===== config.mk =====
export PLATFORM = sky130hd
export DESIGN_NAME = mips_muldiv_unit_flat
export DESIGN_NICKNAME = d
export VERILOG_FILES = /design/src/rtl/mips_pkg.sv /design/src/rtl/mips_muldiv_unit_if.sv /design/src/rtl/mips_muldiv_unit.sv /design/src/flat_wrapper.sv
export SDC_FILE = /design/constraint.sdc
export NUM_CORES = 1
export LEC_CHECK = 0
export CAP_MARGIN = 20
export CORE_UTILIZATION = 53
export CTS_CLUSTER_SIZE = 24
export DETAILED_ROUTE_END_ITERATION = 7
export GPL_TIMING_DRIVEN = 0
export HOLD_SLACK_MARGIN = 0.06
export PLACE_DENSITY_LB_ADDON = 0.12
export SLEW_MARGIN = 20
export SYNTH_ARGS = -nofsm -noshare
export SYNTH_HDL_FRONTEND = slang
export SYNTH_SLANG_ARGS = --single-unit
export TNS_END_PERCENT = 30

===== constraint.sdc =====
create_clock -name clk -period 9.1 [get_ports clk]
set_input_delay 0.91 -clock clk [delete_from_list [all_inputs] [get_ports clk]]
set_output_delay 0.91 -clock clk [all_outputs]
set_load 0.01 [all_outputs]

===== src/rtl/mips_pkg.sv =====
// Shared MIPS definitions for the multiply/divide unit: op and FSM encodings
// plus iteration count and divide-by-zero constant.
package mips_pkg;

  localparam int unsigned ITER          = 32;
  localparam logic [31:0] DIVZ_QUOTIENT = 32'hFFFF_FFFF;

  typedef enum logic [1:0] {
    OP_MULTU = 2'b00,
    OP_MULT  = 2'b01,
    OP_DIVU  = 2'b10,
    OP_DIV   = 2'b11
  } op_e;

  typedef enum logic [1:0] {
    S_IDLE = 2'b00,
    S_CALC = 2'b01,
    S_FIX  = 2'b10
  } state_e;

endpackage


===== src/rtl/mips_muldiv_unit_if.sv =====
// Execute-stage <-> mul/div unit connection: issue, MTHI/MTLO writes, HI/LO readback.
interface mips_muldiv_unit_if
  import mips_pkg::*;
#(
  parameter int unsigned WIDTH = 32
);

  logic             start;
  op_e              op;
  logic [WIDTH-1:0] operand_a;
  logic [WIDTH-1:0] operand_b;
  logic             hi_we;
  logic             lo_we;
  logic [WIDTH-1:0] wdata;
  logic             busy;
  logic             done;
  logic [WIDTH-1:0] hi;
  logic [WIDTH-1:0] lo;

  modport master (
    output start, op, operand_a, operand_b, hi_we, lo_we, wdata,
    input  busy, done, hi, lo
  );

  modport slave (
    input  start, op, operand_a, operand_b, hi_we, lo_we, wdata,
    output busy, done, hi, lo
  );

endinterface


===== src/rtl/mips_muldiv_unit.sv =====
// Iterative MULT/MULTU/DIV/DIVU unit owning the HI/LO registers.
// One iteration per cycle on magnitudes, sign fix-up in a final cycle.
module mips_muldiv_unit
  import mips_pkg::*;
#(
  parameter int unsigned WIDTH = 32
) (
  input  logic              clk,
  input  logic              reset,
  mips_muldiv_unit_if.slave bus
);

  localparam int unsigned CNT_W = $clog2(ITER);

  function automatic logic [WIDTH-1:0] twos_neg(input logic [WIDTH-1:0] x);
    return ~x + WIDTH'(1);
  endfunction

  state_e             state;
  state_e             state_nxt;
  op_e                op_q;
  logic               sign_a;
  logic               sign_b;
  logic [WIDTH-1:0]   a_mag;
  logic [WIDTH-1:0]   b_mag;
  logic [WIDTH-1:0]   a_raw;
  logic [2*WIDTH-1:0] acc;
  logic [CNT_W-1:0]   cnt;
  logic [WIDTH-1:0]   hi_q;
  logic [WIDTH-1:0]   lo_q;
  logic               busy_q;
  logic               done_q;

  logic               is_div;
  logic               issue_signed;
  logic               neg_a;
  logic               neg_b;
  logic [WIDTH-1:0]   acc_hi;
  logic [WIDTH-1:0]   acc_lo;
  logic [WIDTH-1:0]   mul_addend;
  logic [WIDTH:0]     mul_sum;
  logic [WIDTH:0]     div_trial;
  logic [WIDTH:0]     div_diff;
  logic [CNT_W-1:0]   div_idx;
  logic [2*WIDTH-1:0] acc_nxt;
  logic [WIDTH-1:0]   fix_hi;
  logic [WIDTH-1:0]   fix_lo;

  // State register
  always_ff @(posedge clk) begin
    if (reset) state <= S_IDLE;
    else       state <= state_nxt;
  end

  // Next-state logic
  always_comb begin
    state_nxt = state;
    unique case (state)
      S_IDLE:  if (bus.start) state_nxt = S_CALC;
      S_CALC:  if (cnt == CNT_W'(ITER - 1)) state_nxt = S_FIX;
      S_FIX:   state_nxt = S_IDLE;
      default: state_nxt = S_IDLE;
    endcase
  end

  // Issue decode
  always_comb begin
    issue_signed = (bus.op == OP_MULT) || (bus.op == OP_DIV);
    neg_a        = issue_signed && bus.operand_a[WIDTH-1];
    neg_b        = issue_signed && bus.operand_b[WIDTH-1];
    is_div       = (op_q == OP_DIVU) || (op_q == OP_DIV);
  end

  // One shift-add or restoring-divide step; divide keeps {remainder, quotient} in acc
  always_comb begin
    acc_hi     = acc[2*WIDTH-1:WIDTH];
    acc_lo     = acc[WIDTH-1:0];
    div_idx    = CNT_W'(ITER - 1) - cnt;
    mul_addend = b_mag[cnt] ? a_mag : '0;
    mul_sum    = {1'b0, acc_hi} + {1'b0, mul_addend};
    div_trial  = {acc_hi, a_mag[div_idx]};
    div_diff   = div_trial - {1'b0, b_mag};
    if (!is_div)
      acc_nxt = {mul_sum, acc_lo[WIDTH-1:1]};
    else if (div_diff[WIDTH])
      acc_nxt = {div_trial[WIDTH-1:0], acc_lo[WIDTH-2:0], 1'b0};
    else
      acc_nxt = {div_diff[WIDTH-1:0], acc_lo[WIDTH-2:0], 1'b1};
  end

  // Sign correction; 2W-bit product negate done as borrow across the halves
  always_comb begin
    fix_hi = acc_hi;
    fix_lo = acc_lo;
    if (!is_div) begin
      if (sign_a ^ sign_b) begin
        fix_lo = twos_neg(acc_lo);
        fix_hi = (acc_lo == '0) ? twos_neg(acc_hi) : ~acc_hi;
      end
    end else if (b_mag == '0) begin
      fix_hi = a_raw;
      fix_lo = WIDTH'(DIVZ_QUOTIENT);
    end else begin
      if (sign_a ^ sign_b) fix_lo = twos_neg(acc_lo);
      if (sign_a)          fix_hi = twos_neg(acc_hi);
    end
  end

  // Architectural HI/LO and status outputs
  always_ff @(posedge clk) begin
    if (reset) begin
      busy_q <= 1'b0;
      done_q <= 1'b0;
      hi_q   <= '0;
      lo_q   <= '0;
    end else begin
      busy_q <= (state_nxt != S_IDLE);
      done_q <= (state == S_FIX);
      if (state == S_FIX) begin
        hi_q <= fix_hi;
        lo_q <= fix_lo;
      end else if (!busy_q) begin
        if (bus.hi_we) hi_q <= bus.wdata;
        if (bus.lo_we) lo_q <= bus.wdata;
      end
    end
  end

  // Operand latch and iteration datapath
  always_ff @(posedge clk) begin
    unique case (state)
      S_IDLE: begin
        if (bus.start) begin
          op_q   <= bus.op;
          sign_a <= neg_a;
          sign_b <= neg_b;
          a_mag  <= neg_a ? twos_neg(bus.operand_a) : bus.operand_a;
          b_mag  <= neg_b ? twos_neg(bus.operand_b) : bus.operand_b;
          a_raw  <= bus.operand_a;
          acc    <= '0;
          cnt    <= '0;
        end
      end
      S_CALC: begin
        acc <= acc_nxt;
        cnt <= cnt + CNT_W'(1);
      end
      default: ;
    endcase
  end

  assign bus.busy = busy_q;
  assign bus.done = done_q;
  assign bus.hi   = hi_q;
  assign bus.lo   = lo_q;

endmodule


===== src/flat_wrapper.sv =====
// flat-port wrapper written by rule: the top's interface ports become plain ports
module mips_muldiv_unit_flat import mips_pkg::*;
#(
  parameter int unsigned WIDTH = 32
)
  (clk, reset, bus_start, bus_op, bus_operand_a, bus_operand_b, bus_hi_we, bus_lo_we, bus_wdata, bus_busy, bus_done, bus_hi, bus_lo);
  mips_muldiv_unit_if #(.WIDTH(WIDTH)) bus_i ();
  input  logic clk;
  input  logic reset;
  input wire logic [$bits(bus_i.start)-1:0] bus_start;
  input wire logic [$bits(bus_i.op)-1:0] bus_op;
  input wire logic [$bits(bus_i.operand_a)-1:0] bus_operand_a;
  input wire logic [$bits(bus_i.operand_b)-1:0] bus_operand_b;
  input wire logic [$bits(bus_i.hi_we)-1:0] bus_hi_we;
  input wire logic [$bits(bus_i.lo_we)-1:0] bus_lo_we;
  input wire logic [$bits(bus_i.wdata)-1:0] bus_wdata;
  output wire logic [$bits(bus_i.busy)-1:0] bus_busy;
  output wire logic [$bits(bus_i.done)-1:0] bus_done;
  output wire logic [$bits(bus_i.hi)-1:0] bus_hi;
  output wire logic [$bits(bus_i.lo)-1:0] bus_lo;
  assign bus_i.start = bus_start;
  assign bus_i.op = bus_op;
  assign bus_i.operand_a = bus_operand_a;
  assign bus_i.operand_b = bus_operand_b;
  assign bus_i.hi_we = bus_hi_we;
  assign bus_i.lo_we = bus_lo_we;
  assign bus_i.wdata = bus_wdata;
  assign bus_busy = bus_i.busy;
  assign bus_done = bus_i.done;
  assign bus_hi = bus_i.hi;
  assign bus_lo = bus_i.lo;
  mips_muldiv_unit #(.WIDTH(WIDTH)) u_core (.clk(clk), .reset(reset), .bus(bus_i));
endmodule

-- Yosys cells after proc, flatten, opt, wreduce, memory -nomap -nowiden
Cells that the tools add are included.
- register bits: 237
- bits of input ports: 103
- add/sub/neg operators: 8
- magnitude comparators: 2
- equality and inequality tests: 9
- mux-type cells: 30
- bitwise gates (word level): 5
- reductions and logical operators: 15
- operators with widths (operator ; count):
    32-bit two-way mux ; 17
    64-bit two-way mux ; 3
    32-bit by 1-bit adder with 32-bit output, second input constant ; 4
    32-bit inverter ; 4
    64-bit one-hot mux with 2 select lines ; 1
    32-bit logical NOT ; 2
    32-bit by 32-bit adder with 33-bit output ; 1
    33-bit by 32-bit subtractor with 33-bit output ; 1
    5-bit by 6-bit less-than comparator with 1-bit output, second input constant ; 2
    1-bit binary-select mux with 5-bit select ; 2
    5-bit one-hot mux with 2 select lines ; 1
    2-bit == test, second input constant ; 4
    2-bit AND reduction ; 4
    2-bit nonzero test ; 4
    5-bit by 1-bit adder with 5-bit output, second input constant ; 1
    5-bit == test, second input constant ; 1
    5-bit two-way mux ; 1
    5-bit subtractor, first input constant ; 1
    2-bit by 1-bit == test with 1-bit output, second input constant ; 2
    2-bit two-way mux ; 2
    2-bit inequality test, second input constant ; 2
    2-bit one-hot mux with 2 select lines ; 1
    1-bit logical AND ; 2
    2-bit logical NOT ; 1
    3 further kinds ; 5

-- Depth between registers and ports, before layout
- depth in word-level cells: 7
- depth in mapped cells: 19
- gate-level depth less buffers: 15

-- Worst setup path after synthesis
No wires, ideal clock.
- path kind: input -> register
- from: input port bus_start
- to: register u_core.a_mag[10] (enable)
- arrival: 7.944 ns
- path slack: 0.462 ns
- stages: 1
- path buffers: 0
- path through: nor3b_1
- word-level cells in the longest chain between the ends: 1
- ends and longest elaborated chain (item ; line ; RTL):
    start: declaration ; flat_wrapper.sv:10 ; input wire logic [$bits(bus_i.start)-1:0] bus_start;
    2-bit AND reduction (no source line) ; - ;
    end signal: assignment ; mips_muldiv_unit.sv:137 ; a_mag <= neg_a ? twos_neg(bus.operand_a) : bus.operand_a;
    end: declaration ; mips_muldiv_unit.sv:24 ; logic [WIDTH-1:0] a_mag;
Every way passes these cells.
A chain may end at the register's enable or synchronous reset.

-- Worst setup path after layout
- from: register u_core.cnt[0]
- to: register u_core.acc[60], data pin
- word-level cells in the longest chain between the ends: 7
- elaborated cells on any way between the ends: 11
- classes of those cells: 3 x add/sub; 8 x mux
- ends and longest elaborated chain (item ; line ; RTL):
    start: declaration ; mips_muldiv_unit.sv:28 ; logic [CNT_W-1:0] cnt;
    start signal: assignment ; mips_muldiv_unit.sv:146 ; cnt <= cnt + CNT_W'(1);
    5-bit subtractor ; mips_muldiv_unit.sv:78 ; div_idx = CNT_W'(ITER - 1) - cnt;
    1-bit binary-select mux with 5-bit select ; mips_muldiv_unit.sv:81 ; div_trial = {acc_hi, a_mag[div_idx]};
    1-bit two-way mux (not written as such) ; mips_muldiv_unit.sv:81 ;
    33-bit by 32-bit subtractor with 33-bit output ; mips_muldiv_unit.sv:82 ; div_diff = div_trial - {1'b0, b_mag};
    64-bit two-way mux ; mips_muldiv_unit.sv:85 ; else if (div_diff[WIDTH])
    64-bit two-way mux * ; mips_muldiv_unit.sv:83 ; if (!is_div)
    64-bit one-hot mux with 2 select lines * ; mips_muldiv_unit.sv:131 ; unique case (state)
    end signal: assignment ; mips_muldiv_unit.sv:145 ; acc <= acc_nxt;
    end: declaration ; mips_muldiv_unit.sv:27 ; logic [2*WIDTH-1:0] acc;
Every way passes the cells marked *; elsewhere a longest branch is shown, timed or not. The select of a mux whose other input is x is not followed.

==> metrics.csv <==
metric,value,unit
status,"complete, no violations",
Slew headroom,23.8,%
final core utilization,63.9,%
P&R area growth vs syn,18.9,%
"EDFF count, synth",167,
Setup Viol. Count Final,0,
vias in the first global route,14700,
register-to-register setup slack,2.01,ns
"Cell Chain, Critical Path",clkbuf_1 -> clkbuf_1 -> mux4_2 -> mux4_2 -> mux2i_1 -> ha_1 -> inv_1 -> fa_1 -> a211oi_1 -> o21ai_0 -> o2111ai_1 -> a2111o_1 -> a31oi_1 -> o22ai_1 -> xor2_1 -> buf_4 -> buf_2 -> mux2i_1 -> o22ai_1,
Pleak,7.82,nW
initial antenna violation count,3,
initial core utilization,53.8,%
post-CTS setup buffer count,0,
CP max-delay cell,clkbuf_1,
post-cts sizing count,0,
worst slew pin tran,1.14,ns
Core Rows,65,
Finished Layout Cells,2417,
PD cells,190,nW/um^2
H-tree levels,1,
pin count of the biggest net entering global routing,28,
TritonRoute pass-1 iters,6,
unrepaired setup endpoints after global routing,no,
Multi-input gate area,9910,um^2
"CTS clk-pin slew, worst paths",0.07,ns
CP bufs+invs,5,
DIE WIDTH,181,um
# nets final,2170,
Netlist cell types,65,
top_reg_cell synth,edfxtp_1,
sequential fraction of the synthesis area,37.7,%
Via density,6.41,
fin. max-slew vios,0,
Total Wirelength,59800,um
syn_area_per_cell,9.48,um^2
ANT nets after route,0,
Num CTS Buffers,26,
grt total ovfl,0,
"commonest non-fill, non-tap cell in the layout",clkdlybuf4s50_1,
core area,31500,um^2
die area,32600,um^2
Arrival @ worst endpoint,7.37,ns
Max stage delay on crit path,0.80,ns
first-pass GRT wire length,88500,um
Ys Warns,0,
skew final,0.0224,ns
"Power, Total",0.00383,W
final-report hold violation count,0,
I/O pin cnt,169,
DR WL/cell,24.7,um
clock root buffer,clkbuf_16,
clk buf depth,3,
minimum clock period,7.09,ns
fin crit share,77.9,%
Critical Setup Path Class,register to register,
register area,6380,um^2
Netlist Area Pre-Place,16900,um^2
worst vdd ir,0.000191,V
Vias,15500,
Synth Net Count,1960,
max-cap violations,0,
max frequency,141,MHz
Initial DRC Count,1456,
gr usage total,35.9,%
gpl congestion,1.01,
Buffers on Ports,168,
fillers,2665,
CTS hold repair buffers,0,
Final HPWL DP,47100,um
"FF+latch count, synth",235,
Inst Count DP,2369,
CP Launch Type,register,
CP top delay family,buffers and inverters,
CTS tree,built,
Remaining DRCs,0,
CTS Sinks,235,
Hold Crit Class,register to register,
Worst Path Max Fanout,10,
Ant. Diodes,0,
ys async rst share,0,%
Die Y,181,um
CP required,9.38,ns
Cells after Synth,1785,
worst skew pair latency,0.55,ns
"commonest non-fill, non-tap cells in the layout","clkdlybuf4s50_1 (168), edfxtp_1 (167), nor2_1 (146)",
share of cells above drive strength 1,5.41,%
crit end category,register,
## power by group
part / switching [W] / leakage [nW] / internal, W
logic: 0.000783 / 5.17 / 0.000568
clock network: 0.000461 / 0.422 / 0.000614
registers: 0.000144 / 2.23 / 0.00126
## metal layers
layer | up-vias | global-route usage [%] | routed length (um)
met1 | 7452 | 46.0 | 24000
met5 | - | 0 | 13
li1 | 7069 | - | -
met3 | 155 | 5.50 | 5250
met4 | 2 | 17.0 | 2840
met2 | 811 | 59.2 | 27700
## worst register-to-register path, cell delays in order (launching register included)
cell	delay, ns
edfxtp_1	0.36
clkbuf_1	0.77
clkbuf_1	0.81
mux4_2	0.66
mux4_2	0.53
mux2i_1	0.33
ha_1	0.24
inv_1	0.05
fa_1	0.42
a211oi_1	0.26
o21ai_0	0.28
o2111ai_1	0.43
a2111o_1	0.26
a31oi_1	0.12
o22ai_1	0.21
xor2_1	0.20
buf_4	0.25
buf_2	0.31
mux2i_1	0.23
o22ai_1	0.10
## layout make-up
cell class | count | area share [%]
plain buffers | 110 | 2.11
multi-input cells | 1382 | 49.3
inverters | 58 | 1.08
flip-flops and latches | 235 | 31.7
well taps | 402 | 2.50
clock buffers | 32 | 3.71
clock inverters | 16 | 0.609
repair buffers | 182 | 9.02
## per-stage QoR
| stage | cell area [um^2] | setup WS (ns) | TNS (ns) | hold WS (ns) |
|---|---|---|---|---|
| global route | 20100 | 1.67 | 0 | 0.593 |
| CTS | 20100 | 2.09 | 0 | 0.568 |
| detailed placement | 19200 | 2.11 | 0 | 0.553 |
| global placement | 19100 | -3.32 | -323.82 | 0.515 |
| finish | 20100 | 2.01 | 0 | 0.568 |
| floorplan | 16900 | 0.462 | 0 | 0.484 |
## final timing paths
| check | cells past startpoint | endpoint | from |
|---|---|---|---|
| worst min-delay path | 2 | u_core.bus.lo[16] | u_core.bus.lo[16] |
| worst min register to register | 2 | u_core.bus.lo[16] | u_core.bus.lo[16] |
| worst max register to register | 19 | u_core.acc[60] | u_core.cnt[0] |
| worst max-delay path | 19 | u_core.acc[60] | u_core.cnt[0] |
## cell families after synthesis
logic type      synth area share [%]
simple gates                    13.9
compound gates                  17.9
flops                           37.7
xor+xnor                        10.8
buf+inv                         3.79
mux                             10.5
fa+ha+maj                       5.41
## state kept, by name, summed over array words and instances, names as in the netlist
register and count:
u_core.state 2, u_core.b_mag 32, u_core.op_q 1, u_core.bus.hi 32, u_core.sign_b 1, u_core.bus.busy 1, u_core.acc 64, u_core.a_mag 31
u_core.a_raw 32, u_core.bus.lo 32, u_core.sign_a 1, u_core.cnt 5, u_core.bus.done 1
## cells in the mapped netlist, drive strengths merged (23+ instances only)
master / count / area [um^2]
clkbuf: 94 / 353
nor2b: 45 / 282
xnor2: 103 / 902
a211oi: 50 / 380
nand2: 107 / 402
o31ai: 23 / 173
a21o: 32 / 240
nor2: 147 / 552
a221oi: 39 / 342
dfxtp: 68 / 1360
nor3: 34 / 170
o21ai: 98 / 490
nor4: 29 / 188
a21oi: 128 / 641
xor2: 105 / 920
mux2i: 126 / 1260
inv: 58 / 218
ha: 70 / 876
edfxtp: 167 / 5010
Power figures use the tool's default switching activity.
==> RTL edit, RTL diff (same settings) <==
Encoding of `state_e`: now one-hot (3 bits for 3 states).
--- a/src/rtl/mips_pkg.sv
+++ b/src/rtl/mips_pkg.sv
@@ -12,10 +12,10 @@
     OP_DIV   = 2'b11
   } op_e;
 
-  typedef enum logic [1:0] {
-    S_IDLE = 2'b00,
-    S_CALC = 2'b01,
-    S_FIX  = 2'b10
+  typedef enum logic [2:0] {
+    S_IDLE = 3'b001,
+    S_CALC = 3'b010,
+    S_FIX  = 3'b100
   } state_e;
 
 endpackage
Behaviour: no difference found for any inputs over 4 cycles, from zero or initial values and one cycle with reset high; so few cycles prove little.
==> RTL edit against the unedited design <==
  * Sequential cell count up 1
  * Critical endpoint is now u_core.acc[62]
  * Via count fell by 1.3%
  * Combinational power shrank 22%
  * Utilization is 0.064 points lower
  * Power fell by 7.4%
  * Synthesized cell count up 0.34%
  * Synthesized area about the same
  * Worst setup slack got worse by 0.72 ns
  * Largest cell class unchanged
  * Final area barely moved
  * Routed wire length is 3.8% lower
==> RTL edit: results (changes against the unedited design) <==
met1 track utilization from global routing 51.1% (was 46.0%); pin count of the biggest net entering global routing 65 (was 28); worst clock skew 0.0149 ns (was 0.0224 ns); via count of the first global-routing pass 14300 (was 14700); compound-gate portion of the synthesized area 19.0% (was 17.9%); number of violations reported at the end of detailed-routing iteration 0 1504 (was 1456); antenna violations before repair 1 (was 3); adder-cell share of the synthesized area 5.41% (about the same); routed vias 15300 (was 15500); top cells by area, synth sky130_fd_sc_hd__edfxtp_1 30%, sky130_fd_sc_hd__dfxtp_1 8.2%, sky130_fd_sc_hd__xnor2_1 6.3% (was sky130_fd_sc_hd__edfxtp_1 30%, sky130_fd_sc_hd__dfxtp_1 8.0%, sky130_fd_sc_hd__mux2i_1 7.5%); number of nets in the final layout 2165 (was 2170); max reg flops 64 (unchanged); top_reg_cell synth sky130_fd_sc_hd__edfxtp_1 (unchanged); count of endpoints failing hold in the final timing report 0 (unchanged); register containing the most flip-flops in the final layout u_core.acc (unchanged); fill cell total of the finished layout 2704 (was 2665); highest fanout seen on the critical path 10 (unchanged); Distinct cells, synth 75 (was 65); number of nets produced by synthesis 1966 (was 1960); count of synthesis-stage warnings from yosys 0 (unchanged); library cell used as clock root buffer sky130_fd_sc_hd__clkbuf_16 (unchanged); Buffers on Ports 167 (was 168); CTS H-tree depth 1 (unchanged); worst min path class reg -> reg (unchanged); number of synthesized flops with an enable pin 167 (unchanged); global-route wire length before repair 86000 um (was 88500 um); DR WL/cell 23.8 um (was 24.7 um); Lkg Pwr 7.62 nW (was 7.82 nW); met3 capacity usage during global routing 8.99% (was 5.50%); HPWL after detailed placement 45200 um (was 47100 um); placer's final routability congestion estimate 0.994 (was 1.01); latest clock arrival within the worst-skew pair 0.56 ns; Seq/Total Area, Yosys 37.8% (was 37.7%); ys async rst share 0% (unchanged); worst path arrival time 8.08 ns (was 7.37 ns); layout cells sized above 1 5.96% (was 5.41%); multiplexer share of the synthesized area 8.96% (was 10.5%); parity-gate share of the synthesized area counting xor and xnor cells 10.6% (was 10.8%); delay of the slowest cell on the worst path 0.91 ns (was 0.80 ns); peak supply drop 0.000152 V (was 0.000191 V); Slew Limit Headroom 26.8% (was 23.8%); cell type of the slowest stage on the worst timing path sky130_fd_sc_hd__a2111oi_1 (was sky130_fd_sc_hd__clkbuf_1); Max Root-Sink Buffers 3 (unchanged); register clock-pin slew on the reported worst setup and hold paths 0.06 ns; commonest cells in the synthesized netlist 167 x sky130_fd_sc_hd__edfxtp_1, 142 x sky130_fd_sc_hd__a21oi_1, 140 x sky130_fd_sc_hd__nand2_1 (was 167 x sky130_fd_sc_hd__edfxtp_1, 147 x sky130_fd_sc_hd__nor2_1, 128 x sky130_fd_sc_hd__a21oi_1); post-cts resize count 0 (unchanged); placed inst area 0.0192 mm^2 (about the same); cts bufs inserted 28 (was 26); first-pass detailed-route iteration total 6 (unchanged); result of the run finished clean (unchanged); total global-route track usage 34.6% (was 35.9%); number of setup buffers added after CTS 0 (unchanged); met2 Track Usage GR 49.6% (was 59.2%)
[RTL edit: changes by cell type in the layout (fill, tap and decap cells not counted), moves of 13 or more]
cell                       before  now
sky130_fd_sc_hd__a211oi_1      49   18
sky130_fd_sc_hd__nand2_1      107  139
sky130_fd_sc_hd__o21bai_1       3   16
sky130_fd_sc_hd__a21oi_1      128  142
sky130_fd_sc_hd__a311oi_1       4   28
sky130_fd_sc_hd__xnor2_1      103  122
sky130_fd_sc_hd__nor2_1       146  132
sky130_fd_sc_hd__mux2i_1      126  103
sky130_fd_sc_hd__xor2_1       105   83
sky130_fd_sc_hd__buf_4         13    0
[RTL edit: cell type report]
cell class                 count  area, um^2  area share (%)
inverter                      69         264            1.31
antenna                        1        2.50          0.0125
tap                          402         503            2.50
multi-input combinational   1380        9850            49.0
sequential                   236        6400            31.8
buffer                       106         427            2.12
timing repair buffer         169        1720            8.55
clock inverter                15         128           0.635
clock buffer                  37         815            4.05
[RTL edit: final timing paths]
check	cells after the start	from	to	slack, ns
setup / recovery	18	u_core.cnt[0]	u_core.acc[62]	1.29
hold / removal	2	u_core.bus.hi[27]	u_core.bus.hi[27]	0.49
setup reg to reg	18	u_core.cnt[0]	u_core.acc[62]	1.29
hold reg to reg	2	u_core.bus.hi[27]	u_core.bus.hi[27]	0.49
[RTL edit: cells by family (layout without fill, tap and decap cells)]
group | count (synthesis) | count (layout)
AOI/OAI and AO/OA | 497 | 497
xor gates and xnor gates | 205 | 205
adders and majority gates | 72 | 72
buffers and inverters | 175 | 396
DFF | 236 | 236
muxes | 126 | 126
other | 0 | 1
and+or+nand+nor | 480 | 480
[RTL edit: report_power, final]
group	switching, mW	total, mW	internal [mW]
clock network	0.477	1.16	0.684
registers	0.0847	1.33	1.25
logic	0.600	1.05	0.452
total	1.16	3.55	2.38
[RTL edit: worst max-delay path: cells and delay by family (launching register included)]
| family | cells | cell delay, ns |
|---|---|---|
| AO/OA/AOI/OAI | 8 | 2.59 |
| buffers and inverters | 3 | 2.27 |
| multiplexers | 3 | 1.53 |
| flip-flops | 1 | 0.35 |
| AND/OR/NAND/NOR | 2 | 0.34 |
| adder cells (fa/ha/maj) | 1 | 0.26 |
| XOR/XNOR | 1 | 0.15 |
[RTL edit: metrics by stage]
step	std cells	setup WS (ns)	hold WS, ns
global placement	2360	1.61	0.476
global route	2414	0.931	0.519
floorplan	1791	3.79	0.500
finish	2415	1.29	0.494
CTS	2414	1.44	0.493
detailed placement	2362	1.48	0.484
[RTL edit: per-layer routing]
metal	up-vias	wire length (um)	part of all wire (%)
met3	100	5960	10
met4	2	1660	2.9
li1	7028	-	-
met2	690	24000	42
met1	7463	25900	45
met5	-	57	0.099
